$ cat src/rtl/color_fade_sequencer.sv
// color_fade_sequencer: steps through a 7-colour RGB palette at a divided tick
// rate, optionally cross-fading linearly between neighbouring colours, in
// either direction, with a freeze input and a one-cycle wrap pulse.
module color_fade_sequencer #(
  parameter int CW         = 8,
  parameter int TICK_DIV   = 62500000,
  parameter int HOLD_TICKS = 1,
  parameter int FADE_SHIFT = 4
) (
  input  logic          clk,
  input  logic          rst_n,
  input  logic          en,
  input  logic          fade_en,
  input  logic          dir,
  output logic [CW-1:0] r_out,
  output logic [CW-1:0] g_out,
  output logic [CW-1:0] b_out,
  output logic [2:0]    color_idx,
  output logic          wrap
);

  localparam int TW = $clog2(TICK_DIV);
  localparam int HW = (HOLD_TICKS > 1) ? $clog2(HOLD_TICKS) : 1;
  localparam int KW = FADE_SHIFT;
  localparam int PW = CW + KW + 2;

  localparam logic [TW-1:0] TICK_LAST = TW'(TICK_DIV - 1);
  localparam logic [HW-1:0] HOLD_LAST = HW'(HOLD_TICKS - 1);
  localparam logic [KW-1:0] K_LAST    = {KW{1'b1}};

  typedef enum logic [1:0] {S_IDLE, S_HOLD, S_FADE} state_t;

  state_t          r_state, w_state;
  logic [TW-1:0]   r_tick_cnt;
  logic [HW-1:0]   r_hold_cnt, w_hold_cnt;
  logic [KW-1:0]   r_k, w_k;
  logic [2:0]      r_idx, w_idx, r_tgt, w_tgt, w_nxt;
  logic [CW-1:0]   r_r, r_g, r_b;
  logic            r_wrap;
  logic            w_tick, w_wrap_evt;
  logic [3*CW-1:0] w_a, w_b, w_rgb;

  // Palette entry scaled up to CW bits, packed as {r,g,b}.
  function automatic logic [3*CW-1:0] pal(input logic [2:0] i);
    logic [23:0] p;
    case (i)
      3'd0:    p = 24'hFF0000;
      3'd1:    p = 24'hFF3C00;
      3'd2:    p = 24'hFFFF00;
      3'd3:    p = 24'h00FF00;
      3'd4:    p = 24'h0000FF;
      3'd5:    p = 24'h082E54;
      3'd6:    p = 24'hA020F0;
      default: p = 24'h000000;
    endcase
    return {CW'(p[23:16]) << (CW - 8), CW'(p[15:8]) << (CW - 8),
            CW'(p[7:0]) << (CW - 8)};
  endfunction

  // a + floor((b-a)*k / 2^FADE_SHIFT); the result stays between a and b, so
  // dropping the upper bits of the sum is exact.
  function automatic logic [CW-1:0] lerp(input logic [CW-1:0] a,
                                         input logic [CW-1:0] b,
                                         input logic [KW-1:0] k);
    logic signed [CW:0]   d;
    logic signed [PW-1:0] p;
    d = $signed({1'b0, b}) - $signed({1'b0, a});
    p = PW'(d) * PW'($signed({1'b0, k}));
    p = p >>> FADE_SHIFT;
    return a + p[CW-1:0];
  endfunction

  assign w_tick = en && (r_tick_cnt == TICK_LAST);

  // Prescaler: free-running while enabled, held (not cleared) when frozen.
  always_ff @(posedge clk or negedge rst_n) begin
    if (!rst_n)      r_tick_cnt <= '0;
    else if (en)     r_tick_cnt <= (r_tick_cnt == TICK_LAST) ? '0 : r_tick_cnt + 1'b1;
  end

  // Sequencer state register, advanced only on a tick.
  always_ff @(posedge clk or negedge rst_n) begin
    if (!rst_n) begin
      r_state    <= S_IDLE;
      r_idx      <= '0;
      r_tgt      <= '0;
      r_hold_cnt <= '0;
      r_k        <= '0;
    end else if (w_tick) begin
      r_state    <= w_state;
      r_idx      <= w_idx;
      r_tgt      <= w_tgt;
      r_hold_cnt <= w_hold_cnt;
      r_k        <= w_k;
    end
  end

  // Next state: dir/fade_en matter only on the last hold tick.
  always_comb begin
    w_state    = r_state;
    w_idx      = r_idx;
    w_tgt      = r_tgt;
    w_hold_cnt = r_hold_cnt;
    w_k        = r_k;
    if (dir) w_nxt = (r_idx == 3'd0) ? 3'd6 : r_idx - 3'd1;
    else     w_nxt = (r_idx == 3'd6) ? 3'd0 : r_idx + 3'd1;
    case (r_state)
      S_IDLE: begin
        w_state    = S_HOLD;
        w_idx      = 3'd0;
        w_hold_cnt = '0;
      end
      S_HOLD: begin
        if (r_hold_cnt == HOLD_LAST) begin
          if (fade_en) begin
            w_state = S_FADE;
            w_tgt   = w_nxt;
            w_k     = KW'(1);
          end else begin
            w_idx      = w_nxt;
            w_hold_cnt = '0;
          end
        end else begin
          w_hold_cnt = r_hold_cnt + 1'b1;
        end
      end
      S_FADE: begin
        if (r_k == K_LAST) begin
          w_state    = S_HOLD;
          w_idx      = r_tgt;
          w_hold_cnt = '0;
        end else begin
          w_k = r_k + 1'b1;
        end
      end
      default: w_state = S_IDLE;
    endcase
  end

  assign w_wrap_evt = ((r_idx == 3'd6) && (w_idx == 3'd0)) ||
                      ((r_idx == 3'd0) && (w_idx == 3'd6));

  // Colour for the state being entered, so outputs change on the tick edge.
  always_comb begin
    w_a = pal(w_idx);
    w_b = pal(w_tgt);
    case (w_state)
      S_HOLD:  w_rgb = w_a;
      S_FADE:  w_rgb = {lerp(w_a[3*CW-1 -: CW], w_b[3*CW-1 -: CW], w_k),
                        lerp(w_a[2*CW-1 -: CW], w_b[2*CW-1 -: CW], w_k),
                        lerp(w_a[CW-1:0],       w_b[CW-1:0],       w_k)};
      default: w_rgb = '0;
    endcase
  end

  // Registered duty outputs.
  always_ff @(posedge clk or negedge rst_n) begin
    if (!rst_n) begin
      r_r <= '0;
      r_g <= '0;
      r_b <= '0;
    end else if (w_tick) begin
      {r_r, r_g, r_b} <= w_rgb;
    end
  end

  // Wrap pulse lasts one cycle regardless of en.
  always_ff @(posedge clk or negedge rst_n) begin
    if (!rst_n) r_wrap <= 1'b0;
    else        r_wrap <= w_tick && w_wrap_evt;
  end

  assign r_out     = r_r;
  assign g_out     = r_g;
  assign b_out     = r_b;
  assign color_idx = r_idx;
  assign wrap      = r_wrap;

endmodule

$ cat config.mk
export PLATFORM = sky130hd
export DESIGN_NAME = color_fade_sequencer
export DESIGN_NICKNAME = d
export VERILOG_FILES = /design/src/rtl/color_fade_sequencer.sv
export SDC_FILE = /design/constraint.sdc
export NUM_CORES = 1
export LEC_CHECK = 0
export ABC_AREA = 1
export ABC_CLOCK_PERIOD_IN_PS = 11630
export BUFFER_PORTS_ARGS = -buffer_cell sky130_fd_sc_hd__buf_2
export CORE_ASPECT_RATIO = 0.7
export CORE_MARGIN = 1
export CORE_UTILIZATION = 45
export DETAILED_ROUTE_END_ITERATION = 10
export PLACE_DENSITY = 0.6
export SYNTH_ARGS = -nofsm -noshare
export SYNTH_HDL_FRONTEND = slang
export SYNTH_SLANG_ARGS = --single-unit
$ cat constraint.sdc
create_clock -name clk -period 11.63 [get_ports clk]
set_input_delay 2.326 -clock clk [delete_from_list [all_inputs] [get_ports clk]]
set_output_delay 2.326 -clock clk [all_outputs]
set_load 0.02 [all_outputs]
==> results of run 1 <==
layout by cell type, fill, tap and decap left out, types with 3 or more instances in the layout:
| cell | n |
|---|---|
| nand2_2 | 8 |
| fa_1 | 50 |
| clkbuf_16 | 9 |
| xnor2_1 | 13 |
| bufinv_16 | 3 |
| ha_1 | 107 |
| nor4_1 | 11 |
| a31oi_1 | 7 |
| nor2_1 | 130 |
| inv_2 | 8 |
| o21bai_1 | 4 |
| a21oi_1 | 64 |
| nand2_4 | 3 |
| o211ai_1 | 3 |
| o21ai_2 | 4 |
| a21o_1 | 4 |
| or2_2 | 10 |
| nand4_1 | 18 |
| dfrtp_1 | 63 |
| nand2_1 | 275 |
| o21ai_0 | 56 |
| buf_2 | 32 |
| a22o_1 | 13 |
| nand3b_1 | 8 |
| buf_4 | 7 |
| xor2_1 | 30 |
| nand3_1 | 54 |
| nor3_1 | 12 |
| inv_1 | 282 |
per-stage QoR:
stage                     instance area (sq um)  hold WS (ns)
after CTS                                  9630         0.480
final                                      9630         0.481
after detailed placement                   9280         0.465
after global placement                     9280         0.463
after global routing                       9630         0.502
after floorplan                            8810         0.455
cell usage after synthesis, drive strengths merged (3+ instances only):
cell type and count:
a21oi 67, nand2 286, ha 107, nor2 134
nor4 11, o21ai 61, o211ai 3, a21o 4
fa 50, o21bai 4, or2 10, clkbuf 14
a22o 13, xor2 30, xnor2 13, nand3 56
nor3 13, nand4 18, nand3b 8, dfrtp 63
buf 4, inv 290, a31oi 7
worst paths after layout:
| kind | startpoint | endpoint | cells past startpoint |
|---|---|---|---|
| setup / recovery | fade_en | r_out[7] | 44 |
| hold / removal | g_out[7] | g_out[7] | 2 |
| setup reg to reg | r_state[1] | r_out[7] | 45 |
| hold reg to reg | g_out[7] | g_out[7] | 2 |
| max in group asynchronous | rst_n | r_tick_cnt[9] | 2 |
| min in group asynchronous | rst_n | g_out[3] | 1 |
cell families (layout without fill, tap and decap cells):
| kind of cell | count (synthesis) | after routing | share of synthesized area |
|---|---|---|---|
| compound gates | 174 | 174 | 0.117 |
| xor+xnor | 43 | 43 | 0.0427 |
| fa+ha+maj | 157 | 157 | 0.266 |
| buf+inv | 308 | 345 | 0.132 |
| flops | 63 | 63 | 0.179 |
| simple gates | 537 | 537 | 0.263 |
registers in the layout, summed over array words and instances (netlist names):
signal / flops
b_out: 8
color_idx: 3
g_out: 8
r_k: 4
r_out: 8
r_state: 2
r_tgt: 3
r_tick_cnt: 26
wrap: 1
layer usage:
| layer | vias up | part of all wire | GRT usage |
|---|---|---|---|
| met2 | 200 | 0.39 | 0.327 |
| met4 | 0 | 0.0071 | 0.0377 |
| li1 | 4088 | - | - |
| met1 | 3636 | 0.54 | 0.383 |
| met5 | - | 0 | 0 |
| met3 | 14 | 0.058 | 0.0376 |
critical path: cells and delay by family:
kind / cells / cell delay [ns]
simple gates: 16 / 2.03
buf+inv: 11 / 1.01
fa+ha+maj: 6 / 2.29
compound gates: 9 / 1.57
xor+xnor: 2 / 0.33
where the power goes:
part / switching [uW] / internal [uW] / total (uW)
Combinational: 931 / 573 / 1500
Sequential: 22.2 / 238 / 260
Clock: 107 / 221 / 328
cell type report:
type                            count  area, sq um  area share
Inverter                          290         1090       0.113
Timing Repair Buffer               39          213      0.0221
Multi-Input combinational cell    911         6070       0.630
Sequential cell                    63         1580       0.164
Clock inverter                      5          104      0.0108
Tap cell                          264          330      0.0343
Clock buffer                       11          253      0.0262
==> results.sh, run 1 <==
export IMPL_synth_cell_type_count=47
export IMPL_area_delta_synth_final_pct=9.32
export IMPL_hold_path_class="register to register"
export IMPL_grt_util_all_layers=0.237
export IMPL_status="complete, no violations"
export IMPL_post_place_cells=1567
export IMPL_cts_resized=0
export IMPL_slowest_stage="nor2_1"
export IMPL_setup_violations=0
export IMPL_required_ns=11.86
export IMPL_synth_top_area_share=0.179
export IMPL_synth_seq_cells=63
export IMPL_portBuffers=32
export IMPL_syn_cell_area_sq_um=8810
export IMPL_tightestPinTransition_ns=1.05
export IMPL_max_stage_delay_ns=0.74
export IMPL_finalNonFillerCells=1583
export IMPL_vias=7938
export IMPL_period_minus_slack_ns=9.32
export IMPL_layout_setup_ws_ns=2.31
export IMPL_grt_setup_unrepaired="false"
export IMPL_syn_area_per_cell_sq_um=6.87
export IMPL_drive_above_1_share=0.0751
export IMPL_utilization=0.506
export IMPL_cpMostUsedCell="nand2_1"
export IMPL_grt_max_degree=53
export IMPL_vdd_drop_max_v=0.000167
export IMPL_p_leak_uw=0.00565
export IMPL_syn_nets=1444
export IMPL_cts_tree="done"
export IMPL_synth_edff_count=0
export IMPL_critical_path_arrival_ns=9.55
export IMPL_cts_hold_buf=0
export IMPL_grt_pass1_vias=7244
export IMPL_antenna_left=0
export IMPL_slew_violations=0
export IMPL_viasPerCell=5.01
export IMPL_drtIter0Drc=563
export IMPL_powerDensity_nw_per_um2=217
export IMPL_worstPathMaxFanout=9
export IMPL_critPathKind="input port to register"
export IMPL_numCtsBuffers=9
export IMPL_nNetsFinal=1476
export IMPL_synth_ff_type="dfrtp_1"
export IMPL_diodes=0
export IMPL_initial_core_util=0.463
export IMPL_syn_inst=1282
export IMPL_cts_sinks=63
export IMPL_design_core_area_sq_um=19000
export IMPL_hpwlAfterDp_microns=18600
export IMPL_post_cts_buffers=0
export IMPL_die_w_microns=169
export IMPL_die_h_microns=119
export IMPL_wl_per_cell_microns=14.6
export IMPL_htree_levels=3
export IMPL_finalSetupTns_ns=0
export IMPL_end_kind="register"
export IMPL_ios=33
export IMPL_drv_cap=0
export IMPL_totalWireLength_microns=23100
export IMPL_cts_root_buf="clkbuf_16"
export IMPL_fin_crit_sh=0.802
export IMPL_max_freq_mhz=107
export IMPL_drc=0
export IMPL_yosys_warnings=0
export IMPL_reg2reg_setup_slack_ns=3.62
export IMPL_place_congestion=0.938
export IMPL_nFillCells=1995
export IMPL_ys_seq_area_frac=0.179
export IMPL_yosysTopAreaCell="dfrtp_1"
export IMPL_grt_ovfl_total=0
export IMPL_pre_cts_ws_ns=2.03
export IMPL_hold_viol_final=0
export IMPL_max_slew_margin_rel=0.298
export IMPL_grt_first_pass_wirelength_microns=37600
export IMPL_async_reset_ff_frac=1.00
export IMPL_power_total_uw=2090
export IMPL_cts_buffer_depth=2
export IMPL_startpoint_type="input port"
export IMPL_fin_skew_ns=0.00377
export IMPL_path_clk_slew_ns=0.06
export IMPL_synth_area_leaders="dfrtp_1, ha_1, inv_1"
export IMPL_worstSkewPairLatency_ns=0.34
export IMPL_antenna_found_initial=0
export IMPL_core_rowCount=42
export IMPL_die_area_sq_um=20200
export IMPL_firstDrtPassIters=5
No activity file was read; power rests on OpenSTA's default activity.
==> run 2: changes to the inputs <==
- ABC_CLOCK_PERIOD_IN_PS: 11630 -> 7800
- PLACE_DENSITY: 0.6 -> 0.62
- clock period: 11.63 -> 7.8 ns (I/O delays scaled with it)
==> run 2 against run 1 <==
Compared with the run above:
- combinational power up 83%
- die area unchanged
- setup slack worse by 1.9 ns
- non-clock buffer count up 99
- routed wire length up 2.7%
- via count up 5.9%
- final area up 11%
- core utilization up 5.6 points
- sequential power up 49%
- largest cell class unchanged
- highest routed layer unchanged
==> results.sh, run 2 (synthesis gave the netlist of run 1 again) <==
export IMPL_status="complete, no violations"
export IMPL_regMostFlops="r_tick_cnt"
export IMPL_cts_hold_buf=0
export IMPL_min_from="r_tick_cnt[11]"
export IMPL_antenna_left=0
export IMPL_startpoint_type="input port"
export IMPL_end_kind="register"
export IMPL_numCtsBuffers=9
export IMPL_grt_ovfl_total=0
export IMPL_nFillCells=1884
export IMPL_place_congestion=0.899
export IMPL_wl_per_cell_microns=14.1
export IMPL_hold_path_class="register to register"
export IMPL_ios=33
export IMPL_viasPerCell=5.00
export IMPL_worstPathMaxFanout=6
export IMPL_vias=8404
export IMPL_max_slew_margin_rel=0.303
export IMPL_cts_sinks=63
export IMPL_setup_violations=0
export IMPL_fin_crit_sh=0.947
export IMPL_grt_first_pass_wirelength_microns=39100
export IMPL_final_cell_mix="inv_1, nand2_1, nor2_1"
export IMPL_max_stage_delay_ns=0.54
export IMPL_cpMostUsedCell="nand2_1"
export IMPL_powerDensity_nw_per_um2=331
export IMPL_grt_util_all_layers=0.242
export IMPL_required_ns=8.07
export IMPL_core_rowCount=42
export IMPL_path_clk_slew_ns=0.06
export IMPL_portBuffers=32
export IMPL_hpwlAfterDp_microns=19300
export IMPL_firstDrtPassIters=7
export IMPL_initial_core_util=0.463
export IMPL_drv_cap=0
export IMPL_cts_tree="done"
export IMPL_drtIter0Drc=497
export IMPL_tightestPinTransition_ns=1.04
export IMPL_rr_endpoint="g_out[7]"
export IMPL_reg2reg_setup_slack_ns=0.73
export IMPL_die_h_microns=119
export IMPL_period_minus_slack_ns=7.38
export IMPL_worstSkewPairLatency_ns=0.33
export IMPL_hold_end="r_tick_cnt[12]"
export IMPL_cts_root_buf="clkbuf_16"
export IMPL_die_area_sq_um=20200
export IMPL_htree_levels=3
export IMPL_nNetsFinal=1575
export IMPL_grt_max_degree=64
export IMPL_antenna_found_initial=0
export IMPL_critPathKind="input port to register"
export IMPL_totalWireLength_microns=23700
export IMPL_die_w_microns=169
export IMPL_slowest_stage="fa_1"
export IMPL_area_delta_synth_final_pct=21.4
export IMPL_whs_path_depth=1
export IMPL_vdd_drop_max_v=0.000467
export IMPL_design_core_area_sq_um=19000
export IMPL_diodes=0
export IMPL_final_common_cell="inv_1"
export IMPL_cts_buffer_depth=2
export IMPL_max_freq_mhz=135
export IMPL_drive_above_1_share=0.185
export IMPL_r2r_start="r_state[0]"
export IMPL_fin_skew_ns=0.00856
export IMPL_reg2reg_depth=42
export IMPL_worst_path_stages=43
export IMPL_drc=0
export IMPL_slew_violations=0
export IMPL_grt_pass1_vias=7870
export IMPL_power_total_uw=3540
export IMPL_critical_path_arrival_ns=7.65
export IMPL_path_delay_family="adder cells"
export IMPL_critPathBufInv=11
export IMPL_p_leak_uw=0.00611
export IMPL_utilization=0.562
export IMPL_largest_reg_flops=26
export IMPL_hold_viol_final=0
[run 2: cell types whose count changed in the layout (fill, tap and decap cells not counted), sizes merged]
cell,change
bufinv,-2
clkinvlp,+1
inv,-1
clkbuf,+2
buf,+99
[run 2: final cells by class]
type,instances,area [sq um],area share
clock inverter,3,40.0,0.00374
multi-input combinational,911,6430,0.601
tap,264,330,0.0309
timing repair buffer,138,956,0.0894
clock buffer,13,270,0.0253
sequential,63,1580,0.147
inverter,290,1090,0.102
[run 2: repair_timing]
| item | CTS | global route |
|---|---|---|
| endpoints found under the setup margin | 0 | 9 |
| resized for setup | 0 | 87 |
| setup buffers | 0 | 11 |
[run 2: per-layer routing]
layer | global-route usage | share of wire | vias up
met5 | 0 | 0 | -
met4 | 0.0310 | 0.0074 | 0
met3 | 0.0485 | 0.060 | 15
met2 | 0.347 | 0.41 | 206
met1 | 0.378 | 0.52 | 3885
li1 | - | - | 4298
[run 2: power breakdown]
part | switching [uW] | total, uW | internal (uW)
clock | 143 | 416 | 272
combinational | 1500 | 2740 | 1240
sequential | 32.9 | 388 | 355
total | 1680 | 3540 | 1860
[run 2: how the worst max path moves through the flow]
stage | slack (ns) | end | start
2_1_floorplan | 0.24 | r_out[7] | fade_en
3_3_place_gp | -0.16 | g_out[7] | dir
5_1_grt | -0.06 | r_out[7] | fade_en
4_1_cts | 0.08 | g_out[7] | fade_en
6_report | 0.42 | g_out[7] | fade_en
3_5_place_dp | -0.23 | g_out[7] | fade_en
[run 2: per-stage QoR]
| stage | instances | TNS (ns) | hold slack [ns] | area (sq um) | worst slack [ns] |
|---|---|---|---|---|---|
| finish | 1682 | 0 | 0.493 | 10700 | 0.417 |
| global route | 1682 | -0.129 | 0.511 | 10700 | -0.0567 |
| CTS | 1671 | 0 | 0.487 | 10200 | 0.0835 |
| detailed placement | 1655 | -0.569 | 0.474 | 9940 | -0.232 |
| global placement | 1655 | -0.232 | 0.475 | 9940 | -0.164 |
| floorplan | 1282 | 0 | 0.455 | 8810 | 0.242 |
[run 2: worst register-to-register path, delay by kind of cell, from the launching register on]
family,cells,cell delay [ns]
fa+ha+maj,9,3.07
compound gates,5,0.82
xor+xnor,1,0.23
buf+inv,11,0.89
simple gates,16,1.62
flops,1,0.42
==> run 3: changes to the inputs <==
- ABC_CLOCK_PERIOD_IN_PS: 7800 -> 6700
- clock period: 7.8 -> 6.7 ns (I/O delays scaled with it)
==> run 3 against run 2 <==
Compared with the run above:
- final area up 18%
- the flow now finishes with violations (setup timing)
- flip-flop and latch count did not move
- final cell count grew 9.2%
- first-iteration DRC count is 28% higher
- worst hold slack got worse by 0.013 ns
- non-clock buffer count grew 155
- highest routed layer unchanged
- routed wire length grew 12%
- clock power up 13%
- critical path type unchanged
- setup slack got worse by 0.68 ns
- count of clock-buffer cells in the layout is 3 lower
==> results.sh, run 3 (synthesis gave the netlist of run 1 again) <==
export IMPL_cts_hold_buf=0
export IMPL_hpwlAfterDp_microns=20400
export IMPL_fin_skew_ns=0.00772
export IMPL_viasPerCell=4.98
export IMPL_nNetsFinal=1730
export IMPL_cts_buffer_depth=2
export IMPL_htree_levels=3
export IMPL_place_congestion=0.934
export IMPL_status="finished with violations"
export IMPL_multi_input_area_sq_um=7090
export IMPL_finalSetupTns_ns=-0.563
export IMPL_worstPathMaxFanout=6
export IMPL_hold_path_class="register to register"
export IMPL_vdd_drop_max_v=0.000347
export IMPL_antenna_left=0
export IMPL_totalWireLength_microns=26600
export IMPL_critPathKind="input port to register"
export IMPL_max_slew_margin_rel=0.265
export IMPL_regMostFlops="r_tick_cnt"
export IMPL_startpoint_type="input port"
export IMPL_grt_pass1_vias=8698
export IMPL_grt_ovfl_total=0
export IMPL_layout_setup_ws_ns=-0.259
export IMPL_max_stage_delay_ns=0.54
export IMPL_startpoint="fade_en"
export IMPL_grt_util_all_layers=0.266
export IMPL_min_from="b_out[5]"
export IMPL_hold_viol_final=0
export IMPL_design_core_area_sq_um=19000
export IMPL_cts_root_buf="clkbuf_16"
export IMPL_powerDensity_nw_per_um2=430
export IMPL_die_w_microns=169
export IMPL_max_freq_mhz=144
export IMPL_slew_violations=0
export IMPL_die_area_sq_um=20200
export IMPL_core_rowCount=42
export IMPL_pre_cts_ws_ns=-0.754
export IMPL_ios=33
export IMPL_area_delta_synth_final_pct=43.1
export IMPL_drtIter0Drc=634
export IMPL_portBuffers=32
export IMPL_end_kind="register"
export IMPL_cts_sinks=63
export IMPL_holdWs_ns=0.481
export IMPL_cpMostUsedCell="buf_4"
export IMPL_dpl_cell_area_sq_um=11100
export IMPL_final_common_cell="buf_4"
export IMPL_drc=0
export IMPL_critical_path_arrival_ns=7.24
export IMPL_final_cell_mix="buf_4, inv_1, nand2_1"
export IMPL_grt_max_degree=64
export IMPL_path_delay_family="buffers and inverters"
export IMPL_nFillCells=1622
export IMPL_seq_area_sq_um=1580
export IMPL_r2r_start="color_idx[0]"
export IMPL_numCtsBuffers=9
export IMPL_grt_first_pass_wirelength_microns=42500
export IMPL_critPathBufInv=20
export IMPL_cts_tree="done"
export IMPL_p_leak_uw=0.00696
export IMPL_die_h_microns=119
export IMPL_violations="setup timing"
export IMPL_period_minus_slack_ns=6.96
export IMPL_required_ns=6.98
export IMPL_drive_above_1_share=0.345
export IMPL_fin_crit_sh=1.04
export IMPL_largest_reg_flops=26
export IMPL_setup_violations=6
export IMPL_firstDrtPassIters=5
export IMPL_antenna_found_initial=0
export IMPL_drv_cap=0
export IMPL_diodes=0
export IMPL_power_total_uw=5410
export IMPL_tightestPinTransition_ns=1.10
export IMPL_path_clk_slew_ns=0.06
export IMPL_grt_setup_unrepaired="true"
export IMPL_slowest_stage="fa_1"
export IMPL_initial_core_util=0.463
export IMPL_wl_per_cell_microns=14.5
export IMPL_worstSkewPairLatency_ns=0.34
export IMPL_fin_area_sq_um=12600
export IMPL_vias=9153
[run 3: cell count changes in the layout (fill, tap and decap cells not counted), sizes merged]
| cell | previous run | this run |
|---|---|---|
| clkinvlp | 1 | 2 |
| buf | 138 | 293 |
| inv | 289 | 290 |
| clkbuf | 13 | 10 |
| clkinv | 2 | 3 |
[run 3: metal layers]
metal / routed length, microns / vias up / GRT usage / share of wire
li1: - / 4603 / - / -
met4: 339 / 0 / 0.0619 / 0.013
met1: 13000 / 4304 / 0.389 / 0.49
met3: 1460 / 23 / 0.0502 / 0.055
met2: 11800 / 223 / 0.401 / 0.44
met5: 0 / - / 0 / 0
[run 3: cell type report]
cell class / instances / share of cell area
Clock buffer: 10 / 0.0190
Clock inverter: 6 / 0.00476
Inverter: 290 / 0.0883
Multi-Input combinational cell: 911 / 0.563
Sequential cell: 63 / 0.125
Tap cell: 264 / 0.0262
Timing Repair Buffer: 293 / 0.174
[run 3: worst paths after layout]
path                       slack, ns              to  depth (start not counted)
max                            -0.26        b_out[7]                         45
min reg2reg                     0.48        b_out[5]                          2
min                             0.48        b_out[5]                          2
min in group asynchronous       1.19  r_tick_cnt[15]                          2
max reg2reg                    -0.05        b_out[7]                         47
max in group asynchronous       4.99        r_tgt[2]                          2
[run 3: per-stage QoR]
step / utilization / cells
CTS: 0.626 / 1813
global placement: 0.586 / 1766
floorplan: - / 1282
global route: 0.663 / 1837
detailed placement: 0.586 / 1766
finish: 0.663 / 1837
[run 3: tightest hold or removal path, cell delays in order (launching register included)]
cell	delay (ns)
dfrtp_1	0.33
nand2_1	0.05
o21ai_1	0.06
[run 3: what timing repair did]
item                                    CTS  global route
setup buffers                            31            25
endpoints found under the setup margin   13            15
resized for setup                        70           131
pin swaps                                67            91
[run 3: power by group]
part	leakage [uW]	internal, uW	switching [uW]	total, uW
clock network	0.000144	296	173	468
logic	0.00601	2260	2240	4500
registers	0.000805	413	36.2	450
